--- src/rtl/if_fetch_ctrl_if.sv ---
// Instruction-memory fetch bus: request/address out, ready/data back.
// master = fetch controller, slave = instruction memory.
interface if_fetch_ctrl_if;
  logic        imem_req;
  logic [15:0] imem_addr;
  logic        imem_rdy;
  logic [15:0] imem_data;

  modport master (
    output imem_req,
    output imem_addr,
    input  imem_rdy,
    input  imem_data
  );

  modport slave (
    input  imem_req,
    input  imem_addr,
    output imem_rdy,
    output imem_data
  );
endinterface

--- src/rtl/if_fetch_ctrl.sv ---
// Instruction-fetch controller: owns the PC, runs the imem req/rdy
// handshake, handles jump/stall/halt, discards stale in-flight fetches
// and counts miss cycles.
// Ports: clk, rst (sync, active-high); Mode (1=run), stall, jump,
// jump_target; imem (master: req/addr out, rdy/data in);
// instr_i/i_hit to IF mux; pc_o, pc_plus1 (link); miss_cycles.
module if_fetch_ctrl #(
  parameter logic [15:0] RESET_PC = 16'h0000
) (
  input  logic        clk,
  input  logic        rst,
  input  logic        Mode,
  input  logic        stall,
  input  logic        jump,
  input  logic [15:0] jump_target,
  if_fetch_ctrl_if.master imem,
  output logic [15:0] instr_i,
  output logic        i_hit,
  output logic [15:0] pc_o,
  output logic [15:0] pc_plus1,
  output logic [15:0] miss_cycles
);

  typedef enum logic [1:0] {
    FETCH   = 2'd0,
    WAIT    = 2'd1,
    DISCARD = 2'd2
  } state_e;

  state_e      state_q, state_d;
  logic [15:0] pc_q, pc_d;
  logic        redir_pend_q, redir_pend_d;
  logic [15:0] redir_pc_q, redir_pc_d;
  logic [15:0] miss_q, miss_d;

  logic [15:0] pc_cur;
  logic [15:0] pc_hit_nxt;
  logic        req;

  // While rst is high the outputs already show the reset PC.
  assign pc_cur   = rst ? RESET_PC : pc_q;
  assign pc_o     = pc_cur;
  assign pc_plus1 = pc_cur + 16'd1;

  assign imem.imem_addr = pc_cur;
  assign imem.imem_req  = req;

  assign miss_cycles = miss_q;

  // PC update on an accepted word: jump > stall > advance.
  assign pc_hit_nxt = jump  ? jump_target :
                      stall ? pc_q        :
                              pc_q + 16'd1;

  always_comb begin
    req = 1'b0;
    if (!rst) begin
      req = (state_q == FETCH) ? Mode : 1'b1;
    end
  end

  assign i_hit   = imem.imem_rdy & req & (state_q != DISCARD);
  assign instr_i = i_hit ? imem.imem_data : 16'h0000;

  always_comb begin
    state_d      = state_q;
    pc_d         = pc_q;
    redir_pend_d = redir_pend_q;
    redir_pc_d   = redir_pc_q;
    miss_d       = miss_q;

    unique case (state_q)
      FETCH: begin
        if (!Mode) begin
          if (jump) pc_d = jump_target;
        end else if (imem.imem_rdy) begin
          pc_d = pc_hit_nxt;
        end else if (jump) begin
          pc_d = jump_target;
        end else begin
          state_d = WAIT;
        end
      end

      WAIT: begin
        if (miss_q != 16'hFFFF) miss_d = miss_q + 16'd1;
        if (imem.imem_rdy) begin
          pc_d    = pc_hit_nxt;
          state_d = FETCH;
        end else if (jump || !Mode) begin
          state_d      = DISCARD;
          redir_pend_d = jump;
          if (jump) redir_pc_d = jump_target;
        end
      end

      DISCARD: begin
        if (jump) begin
          redir_pend_d = 1'b1;
          redir_pc_d   = jump_target;
        end
        if (imem.imem_rdy) begin
          if (jump)              pc_d = jump_target;
          else if (redir_pend_q) pc_d = redir_pc_q;
          redir_pend_d = 1'b0;
          state_d      = FETCH;
        end
      end

      default: begin
        state_d = FETCH;
      end
    endcase
  end

  always_ff @(posedge clk) begin
    if (rst) begin
      state_q      <= FETCH;
      pc_q         <= RESET_PC;
      redir_pend_q <= 1'b0;
      redir_pc_q   <= 16'h0000;
      miss_q       <= 16'h0000;
    end else begin
      state_q      <= state_d;
      pc_q         <= pc_d;
      redir_pend_q <= redir_pend_d;
      redir_pc_q   <= redir_pc_d;
      miss_q       <= miss_d;
    end
  end

endmodule
--- src/flat_wrapper.sv ---
// flat-port wrapper written by rule: the top's interface ports become plain ports
module if_fetch_ctrl_flat 
#(
  parameter logic [15:0] RESET_PC = 16'h0000
)
  (clk, rst, Mode, stall, jump, jump_target, instr_i, i_hit, pc_o, pc_plus1, miss_cycles, imem_imem_req, imem_imem_addr, imem_imem_rdy, imem_imem_data);
  if_fetch_ctrl_if imem_i ();
  input  logic clk;
  input  logic rst;
  input  logic Mode;
  input  logic stall;
  input  logic jump;
  input  logic [15:0] jump_target;
  output logic [15:0] instr_i;
  output logic i_hit;
  output logic [15:0] pc_o;
  output logic [15:0] pc_plus1;
  output logic [15:0] miss_cycles;
  output wire logic [$bits(imem_i.imem_req)-1:0] imem_imem_req;
  output wire logic [$bits(imem_i.imem_addr)-1:0] imem_imem_addr;
  input wire logic [$bits(imem_i.imem_rdy)-1:0] imem_imem_rdy;
  input wire logic [$bits(imem_i.imem_data)-1:0] imem_imem_data;
  assign imem_imem_req = imem_i.imem_req;
  assign imem_imem_addr = imem_i.imem_addr;
  assign imem_i.imem_rdy = imem_imem_rdy;
  assign imem_i.imem_data = imem_imem_data;
  if_fetch_ctrl #(.RESET_PC(RESET_PC)) u_core (.clk(clk), .rst(rst), .Mode(Mode), .stall(stall), .jump(jump), .jump_target(jump_target), .imem(imem_i), .instr_i(instr_i), .i_hit(i_hit), .pc_o(pc_o), .pc_plus1(pc_plus1), .miss_cycles(miss_cycles));
endmodule
--- config.mk ---
export PLATFORM = sky130hd
export DESIGN_NAME = if_fetch_ctrl_flat
export DESIGN_NICKNAME = d
export VERILOG_FILES = /design/src/rtl/if_fetch_ctrl_if.sv /design/src/rtl/if_fetch_ctrl.sv /design/src/flat_wrapper.sv
export SDC_FILE = /design/constraint.sdc
export NUM_CORES = 1
export LEC_CHECK = 0
export CAP_MARGIN = 20
export CORE_UTILIZATION = 43
export CTS_CLUSTER_DIAMETER = 60
export CTS_CLUSTER_SIZE = 40
export DETAILED_ROUTE_END_ITERATION = 10
export PLACE_DENSITY_LB_ADDON = 0.3
export SLEW_MARGIN = 20
export SYNTH_ARGS = -nofsm -noshare
export SYNTH_HDL_FRONTEND = slang
export SYNTH_SLANG_ARGS = --single-unit
--- constraint.sdc ---
create_clock -name clk -period 4.65 [get_ports clk]
set_clock_uncertainty 0.15 [all_clocks]
set_input_delay 1.395 -clock clk [delete_from_list [all_inputs] [get_ports clk]]
set_output_delay 1.395 -clock clk [all_outputs]
set_load 0.05 [all_outputs]
==> summary.txt, run 1 <==
Status
  – Outcome: finished clean

Floorplan
  – Starting density of the core: 44.56%
  – CORE AREA: 8721 um2
  – IO Count: 120
  – Die Y: 97.07 um
  – Placement row count: 34
  – Die span in x: 97.07 um
  – Die area: 9422 um2

STA
  – RSZ-0062 raised after global routing: true
  – Final Hold Violating Endpoints: 0
  – Final worst path period share: 98.96%
  – Least-Margin Pin Slew: 0.7815 ns
  – Minimum clock period: 4.602 ns
  – Max Clk Rate: 217.3 MHz
  – Final Max Tran Viols: 0
  – Rel. slew slack: 47.90%
  – Setup violators final: 0

Synth
  – Register area share after synthesis: 26.27%
  – Ys flop type: dfxtp_1
  – Mapped Cells: 512
  – Synth warnings: 0
  – Syn Area/Cell: 7.590 um2
  – Asr flop ratio synth: 0%
  – Number of flops mapped to enable cells by yosys: 0
  – Netlist Area Pre-Place: 3886 um2
  – Syn_nets: 558
  – Unique masters post-synth: 58
  – Seq cells post-synth: 51

Power
  – Peak VDD IR: 338.7 uV
  – Lkg Pwr: 2.296 nW
  – Pwr/cell area: 504.4 nW/um2

Global routing
  – Global Route Usage Sum: 24.93%
  – Initial antenna violation count: 0
  – Total global routing overflow: 0
  – Vias in the first global route: 3885
  – First-pass GRT wire length: 19350 um
  – Largest net degree at the start of global routing: 30

Final layout
  – Post-Route Utilization: 64.48%
  – Area delta synth->final: 44.69%
  – Multi-input gate area: 2718 um2
  – Layout cell share with drive strength beyond 1: 21.98%
  – Commonest non-fill, non-tap cell in the layout: nor2_1
  – Most frequent cells in the layout: nor2_1 (64), clkdlybuf4s50_1 (56), dfxtp_1 (51), buf_4 (48), nand2_1 (43)
  – Number of fill cells: 756
  – Inserted Diodes: 0
  – Register area: 1021 um2
  – # nets final: 650
  – Final non-filler cell total: 713

Critical path
  – Critical path class: in -> out
  – Critical path peak fanout: 5
  – Setup crit end kind: primary output
  – Startpoint type of the worst setup path: input port
  – Crit path required time: 3.11 ns
  – CP Data Arrival Time: 3.06 ns

Clock network
  – TritonCTS Buffers: 5
  – Clk slew on worst S/H paths: 0.10 ns
  – CTS tree: done
  – Num Clock Sinks: 51
  – H-tree depth: 2
  – Clk_lat worst skew: 0.31 ns
  – Clock buffer depth: 2
  – Root buffer cell: clkbuf_8

Routing
  – Number of remaining DRC errors: 0
  – DR pass1 iterations: 4
  – Vias/cell: 5.679
  – DRT antenna net count: 0
  – Initial drt markers: 240
  – Routed WL: 11830 um
  – Via count: 4049
  – Average wire per standard cell: 16.59 um

Placement
  – Global placer's final weighted congestion: 0.9317
  – PortBufs: 119
  – DP Cell Count: 705
  – DP HPWL: 8994 um

Min path
  – HP Class: reg -> reg

Flow run
  – Max cap viols: 0
sequential cells by signal, indices dropped and copies added, names as in the netlist:
| register | count |
|---|---|
| u_core.miss_cycles | 16 |
| u_core.pc_q | 16 |
| u_core.redir_pc_q | 16 |
| u_core.redir_pend_q | 1 |
| u_core.state_q | 2 |
where the power goes:
group | internal [mW] | switching [mW] | leakage, nW
clock network | 0.108 | 0.165 | 0.0443
logic | 0.747 | 1.11 | 1.84
registers | 0.532 | 0.171 | 0.416
cells in the mapped netlist, drive strengths merged (2+ instances only):
master,count,area [um2]
a21o,4,30.03
a21oi,19,95.09
a22o,3,26.28
clkbuf,24,91.33
a221o,3,30.03
dfxtp,51,1021
nor4,7,50.05
and3,7,43.79
nor2b,17,106.4
nand2,43,161.4
and4,4,35.03
nand4,5,46.29
o32ai,2,17.52
o221ai,3,26.28
a211oi,7,52.55
o2111ai,2,23.77
a31oi,2,12.51
mux2i,21,210.2
a22oi,4,30.03
and2,19,118.9
o211ai,4,30.03
a311oi,2,17.52
or2,3,18.77
o21a,3,22.52
nand2b,10,62.56
or3,4,35.03
xnor2,12,105.1
nor3,7,35.03
nor3b,3,22.52
nor2,67,251.5
o21ai,23,115.1
xor2,28,245.2
ha,8,100.1
a221oi,10,87.58
mux2,7,78.83
inv,11,41.29
buf,30,186.4
nand3,21,105.1
per-stage QoR:
stage	setup TNS [ns]	total power [mW]	hold slack [ns]	setup slack, ns	area (um2)
floorplan	-0.8852	1.990	0.2963	-0.2240	4096
global placement	0	2.521	0.3163	0.06093	5524
detailed placement	0	2.554	0.3463	0.01727	5524
global route	-0.02716	2.999	0.4021	-0.01534	5623
finish	0	2.836	0.3698	0.04833	5623
CTS	0	2.827	0.3704	0.01427	5618
kinds of logic after synthesis:
kind of cell / Yosys count / synth area share [%]
compound gates: 99 / 17.68
xor+xnor: 40 / 9.015
fa+ha+maj: 8 / 2.576
buf+inv: 66 / 8.306
flops: 51 / 26.27
mux: 28 / 7.437
simple gates: 220 / 28.72
routing by layer:
metal  global-route usage (%)  part of all wire, %  wire length, um  up-vias
li1                         -                    -                -     1962
met1                    31.60                   41             4851     1899
met2                    43.23                   50             5954      175
met3                    4.101                  7.2              854       13
met4                    7.577                  1.5              172        0
met5                        0                    0                0        -
path summary, 6_finish.rpt:
kind	slack, ns	endpoint	start	depth (start not counted)
setup / recovery	0.05	pc_plus1[14]	rst	10
hold reg to reg	0.37	u_core.redir_pc_q[5]	u_core.redir_pc_q[5]	2
hold / removal	0.37	u_core.redir_pc_q[5]	u_core.redir_pc_q[5]	2
setup reg to reg	1.92	u_core.pc_q[9]	u_core.state_q[0]	7
timing repair:
item                       CTS  global route
gates resized for setup      0             1
setup endpoints to repair    0             2
hold buffers                 0             0
hold endpoints to repair     0             0
buffers inserted             0             0
cell type report:
type	count	area share, %
clock buffers	5	1.224
inverters	12	0.8678
flip-flops and latches	51	18.16
well taps	108	2.403
clock inverters	3	0.4450
repair buffers	139	28.57
multi-input cells	395	48.33
worst max-delay path: stages:
cell,delay (ns)
buf_2,0.16
nand2b_4,0.17
clkinvlp_4,0.10
ha_4,0.15
nand3_4,0.10
nor2_4,0.13
and3_4,0.24
nand3_1,0.10
mux2_4,0.32
buf_4,0.19
Note: power is estimated with default switching activity, not from simulation.
==> run 2, diff against run 1 <==
Settings changed: CTS_CLUSTER_DIAMETER 60 to 200, SETUP_SLACK_MARGIN set to 0.3, TNS_END_PERCENT set to 5.
==> run 2 against run 1 <==
  * Via count increased by 1.9%
  * Sequential share of layout area is 0.49 points lower
  * Critical path depth up 1
  * Cell count increased by 1.1%
  * Sequential cell count unchanged
  * Combinational power is essentially flat
  * Global-route usage is 0.31 points lower
  * Highest routed layer unchanged
==> summary.txt, run 2 (synthesized netlist as in run 1, its figures left out) <==
Critical path
  – CP startpoint: rst (unchanged)
  – Crit path required time: 3.11 ns (about the same)
  – Crit-path slowest cell: and3_4 (was mux2_4)
  – Critical path class: in -> out (unchanged)
  – Reg2reg end: u_core.pc_q[9] (unchanged)
  – Startpoint type of the worst setup path: input port (unchanged)
  – Flop2flop setup slack: 1.88 ns (was 1.92 ns)
  – Worst r2r src: u_core.state_q[0] (unchanged)
  – CP endpoint: pc_plus1[12] (was pc_plus1[14])
  – Crit path cell chain: buf_12 -> nand2b_4 -> clkinvlp_4 -> ha_4 -> nand3_4 -> nor2_4 -> and3_4 -> buf_6 -> nand3_4 -> mux2i_4 -> buf_12 (was buf_2 -> nand2b_4 -> clkinvlp_4 -> ha_4 -> nand3_4 -> nor2_4 -> and3_4 -> nand3_1 -> mux2_4 -> buf_4)
  – Setup crit end kind: primary output (unchanged)
  – CP max stage delay: 0.23 ns (was 0.32 ns)
  – Worst reg2reg path depth: 7 (unchanged)
  – CP Data Arrival Time: 2.89 ns (was 3.06 ns)
  – Critical path peak fanout: 4 (was 5)

Flow run
  – Max cap viols: 0 (unchanged)

STA
  – RSZ-0062 raised after global routing: true (unchanged)
  – Hold_ws: 0.3429 ns (was 0.3698 ns)
  – Final Max Tran Viols: 0 (unchanged)
  – Rel. slew slack: 43.36% (was 47.90%)
  – Final Hold Violating Endpoints: 0 (unchanged)
  – Final worst path period share: 95.41% (was 98.96%)
  – Least-Margin Pin Slew: 0.8496 ns (was 0.7815 ns)
  – Minimum clock period: 4.436 ns (was 4.602 ns)
  – Max Clk Rate: 225.4 MHz (was 217.3 MHz)
  – Setup violators final: 0 (unchanged)
  – TNS Setup: 0 ns (unchanged)

Global routing
  – Initial antenna violation count: 0 (unchanged)
  – Global Route Usage Sum: 24.63% (was 24.93%)
  – Largest net degree at the start of global routing: 35 (was 30)
  – First-pass GRT wire length: 19140 um (was 19350 um)
  – Vias in the first global route: 3952 (was 3885)
  – Total global routing overflow: 0 (unchanged)

Routing
  – Average wire per standard cell: 16.48 um (was 16.59 um)
  – Number of remaining DRC errors: 0 (unchanged)
  – Vias/cell: 5.723 (was 5.679)
  – Initial drt markers: 227 (was 240)
  – DRT antenna net count: 0 (unchanged)
  – Routed WL: 11880 um (was 11830 um)
  – Via count: 4126 (was 4049)
  – DR pass1 iterations: 5 (was 4)

Floorplan
  – IO Count: 120 (unchanged)
  – Die area: 9422 um2 (unchanged)
  – Placement row count: 34 (unchanged)
  – Die span in x: 97.07 um (unchanged)
  – CORE AREA: 8721 um2 (unchanged)
  – Starting density of the core: 44.56% (unchanged)
  – Die Y: 97.07 um (unchanged)

Min path
  – Hold depth: 2 (unchanged)
  – HP Class: reg -> reg (unchanged)

Placement
  – Global placer's final weighted congestion: 0.8881 (was 0.9317)
  – DP Cell Count: 699 (was 705)
  – DP HPWL: 8716 um (was 8994 um)
  – PortBufs: 119 (unchanged)

Final layout
  – Number of fill cells: 725 (was 756)
  – Post-Route Utilization: 66.27% (was 64.48%)
  – Area delta synth->final: 48.71% (was 44.69%)
  – Layout cell share with drive strength beyond 1: 24.31% (was 21.98%)
  – Final non-filler cell total: 721 (was 713)
  – Most frequent cells in the layout: nor2_1 (63), clkdlybuf4s50_1 (59), dfxtp_1 (51), buf_4 (47), nand2_1 (43) (was nor2_1 (64), clkdlybuf4s50_1 (56), dfxtp_1 (51), buf_4 (48), nand2_1 (43))
  – Inserted Diodes: 0 (unchanged)
  – Commonest non-fill, non-tap cell in the layout: nor2_1 (unchanged)
  – # nets final: 658 (was 650)

Power
  – Peak VDD IR: 273.8 uV (was 338.7 uV)
  – Lkg Pwr: 2.383 nW (was 2.296 nW)
  – Pwr/cell area: 505.4 nW/um2 (was 504.4 nW/um2)

Clock network
  – TritonCTS Buffers: 5 (unchanged)
  – Root buffer cell: clkbuf_8 (unchanged)
  – H-tree depth: 2 (unchanged)
  – Hold-fix buffers, CTS: 0 (unchanged)
  – Clock buffer depth: 2 (unchanged)
  – Clk_lat worst skew: 0.32 ns (was 0.31 ns)
  – CTS tree: done (unchanged)
  – Clk slew on worst S/H paths: 0.09 ns (was 0.10 ns)
  – Num Clock Sinks: 51 (unchanged)

Status
  – Outcome: finished clean (unchanged)
==> run 2: cell types whose count changed in the layout (fill, tap and decap cells not counted), moves of 2 or more <==
cell / change
xor2_2: +2
nand3_2: +2
xor2_4: -2
and2_4: +16
nand3_1: -2
clkinv_4: -2
clkdlybuf4s50_1: +3
and2_1: -7
and2_2: -9
buf_6: +4
nor2_2: +2
==> run 2: critical path, delay by kind of cell <==
kind          cells  cell delay [ns]
simple gates      5             0.65
mux               1             0.22
fa+ha+maj         1             0.14
buf+inv           4             0.49
==> run 2: stage by stage <==
stage	instance area [um2]	power (mW)	setup slack, ns
final	5779	2.921	0.2135
after global routing	5779	3.098	0.1511
after CTS	5652	2.874	0.1959
after detailed placement	5440	2.528	0.01859
after global placement	5440	2.503	0.06535
after floorplan	4048	1.976	-0.2240
==> run 2: worst min-delay path by stage <==
stage,from,to,slack [ns]
after global routing,u_core.redir_pc_q[0],u_core.redir_pc_q[0],0.40
after global placement,u_core.redir_pend_q,u_core.redir_pend_q,0.31
after CTS,u_core.redir_pend_q,u_core.redir_pend_q,0.35
after floorplan,u_core.redir_pend_q,u_core.redir_pend_q,0.30
after detailed placement,u_core.redir_pend_q,u_core.redir_pend_q,0.33
final,u_core.redir_pend_q,u_core.redir_pend_q,0.34
==> run 2: power by group <==
group | internal [mW] | switching, mW
sequential | 0.532 | 0.169
combinational | 0.773 | 1.12
clock | 0.174 | 0.157
==> run 2: layer usage <==
layer | global-route usage (%) | vias to the layer above | part of all wire (%)
met1 | 29.84 | 1946 | 41
met5 | 0 | - | 0
met4 | 11.25 | 0 | 3.5
li1 | - | 1979 | -
met3 | 4.388 | 35 | 5.4
met2 | 42.31 | 166 | 50
==> run 2: area by class of cell <==
class / instances / area, um2 / area share, %
Sequential cell: 51 / 1021 / 17.67
Clock inverter: 2 / 35.03 / 0.6062
Timing Repair Buffer: 147 / 1717 / 29.70
Clock buffer: 6 / 82.58 / 1.429
Inverter: 12 / 48.80 / 0.8443
Multi-Input combinational cell: 395 / 2740 / 47.41
Tap cell: 108 / 135.1 / 2.338
==> run 2: timing repair <==
| item | in CTS | in global routing |
|---|---|---|
| pin swaps | 4 | 4 |
| gates resized for setup | 11 | 28 |
| hold endpoints to repair | 0 | 0 |
| buffers inserted | 7 | 5 |
| setup endpoints to repair | 22 | 25 |
| cloned | 0 | 2 |
==> RTL edit (config.mk and constraints of run 1) <==
Make the reset (`rst`) asynchronous in one clocked block.
--- a/src/rtl/if_fetch_ctrl.sv
+++ b/src/rtl/if_fetch_ctrl.sv
@@ -113,7 +113,7 @@
     endcase
   end
 
-  always_ff @(posedge clk) begin
+  always_ff @(posedge clk or posedge rst) begin
     if (rst) begin
       state_q      <= FETCH;
       pc_q         <= RESET_PC;
Formal check against the unedited RTL: differs if rst is asserted again (counterexample within 4 cycles, from zero or initial values and one cycle with rst high); with rst held inactive, the same outputs for 4 cycles.
==> RTL edit against run 1 <==
Final area is 14% higher; power is 38% higher; synthesized area is 6.3% higher; sequential cell count stayed put; non-clock buffer count is 12 higher; worst setup slack better by 45 ps; routed wire length is 5.8% higher.
==> RTL edit: results (changes against run 1) <==
routed vias=4,167 (+2.9%); Synth async-reset ratio=100% (+100 points); worst flop-to-flop path endpoint=u_core.pc_q[13]; slowest stage delay, CP=220 ps (-100 ps); Die ar.=0.0100 mm² (+6.2%); Critical Path Fanout Max=10 (+5); number of global-route vias before repair=4,081 (+5.0%); routed vias/inst=5.84 (+2.9%); gr usage total=25.0% (about the same); Yosys cell types=70 (+21%); final net count=629 (-3.2%); XOR/XNOR Fraction of Synth Area=8.69% (-0.33 points); DP Area=0.00624 mm² (+13%); Post-Synth Adder-Cell Area=2.42% (-0.15 points); Placed Cells=702 (-0.43%); layout cells sized above 1=29.1% (+7.1 points); r2r setup slk=1700 ps (-220 ps); Non-clock buffering overhead=32.4% (+3.8 points); fraction of area in registers=20.0% (+1.8 points); synth top area cells=dfrtp_1 (31%), mux2_2 (6.5%), xnor2_1 (5.7%), buf_4 (4.2%), nand2_1 (3.7%); Inverters=14 (+2); top cells by count, synth=dfrtp_1 (51), nand2_1 (41), xnor2_1 (27); post-CTS setup buffer count=1 (+1); Slew Limit Headroom=35.9% (-12 points); HPWL Detailed=9340 µm (+3.8%); RD Place Congestion=0.939 (+0.75%); status=completed; post-synthesis mux area share=7.27% (-0.17 points); Mapped Avg Cell Area=8.74 µm² (+15%); Final clock-cell share=1.53% (-0.14 points); Non-clk bufs=151 (+8.6%); multi-input gates=360 (-8.9%); Hold-fix buffers, CTS=0 (unchanged); FILL cells=751 (-0.66%); initial antenna violation count=0 (unchanged); multi-input combinational area share=42.6% (-5.7 points); CP arrival=3010 ps (-50 ps); Hold Slack=359 ps (-10.6 ps); Tmin final=4560 ps (-45.0 ps); maximum number of pins on one net before global-route repair=52 (+73%); largest vdd supply drop=0.000393 V (+16%); Routed WL=12,500 µm (+5.8%); critical path's slowest cell=nand2b_2; synthesized net count=519 (-7.0%); Place WS=-424 ps (-442 ps); pwr/cell area=613 mW/mm² (+22%); length of the first detailed-routing pass in iterations=5 (+1); worst setup path end=pc_plus1[13]; post-synthesis sequential area ratio=30.9% (+4.6 points); Leak=2.52 nW (+9.8%); Crit Reg-Reg Startpoint=u_core.state_q[1]; PortBufs=119 (unchanged); compound-gate portion of the synthesized area=16.8% (-0.90 points)
## RTL edit: cell types whose count changed in the layout (fill, tap and decap cells not counted), sizes merged, moves of 6 or more
cell,before,now
xnor2,12,27
a31oi,2,8
nand4,5,16
dfxtp,51,0
a21oi,19,26
mux2,7,24
mux2i,21,3
nor2,67,22
xor2,28,14
dfrtp,0,51
nor3,7,14
buf,83,98
## RTL edit: critical path: cells and delay by family
kind | cells | cell delay (ps)
buffers and inverters | 6 | 910
AND/OR/NAND/NOR | 3 | 530
XOR/XNOR | 1 | 180
## RTL edit: metal layers
metal	routed length, µm	part of all wire, %	global-route usage, %
met1	4980	40	31.5
met2	6190	49	43.6
met3	1070	8.5	3.97
met4	278	2.2	8.47
met5	0	0	0
## RTL edit: kinds of logic (layout without fill, tap and decap cells)
group	after synthesis	after routing
simple gates	182	182
mux	27	27
flops	51	51
compound gates	102	102
fa+ha+maj	8	8
xor+xnor	41	41
buf+inv	62	173
## RTL edit: worst min-delay path by stage
stage                                      from                     to  cells after the start
after global routing      u_core.redir_pc_q[13]  u_core.redir_pc_q[13]                      1
final                     u_core.redir_pc_q[12]  u_core.redir_pc_q[12]                      2
after floorplan           u_core.redir_pc_q[12]  u_core.redir_pc_q[12]                      2
after global placement    u_core.redir_pc_q[12]  u_core.redir_pc_q[12]                      2
after CTS                 u_core.redir_pc_q[12]  u_core.redir_pc_q[12]                      2
after detailed placement  u_core.redir_pc_q[12]  u_core.redir_pc_q[12]                      2
## RTL edit: power by group
part / switching, mW / leakage, nW / internal [mW]
Clock: 0.177 / 0.0511 / 0.114
Sequential: 0.308 / 0.629 / 0.628
Combinational: 1.50 / 1.84 / 1.18
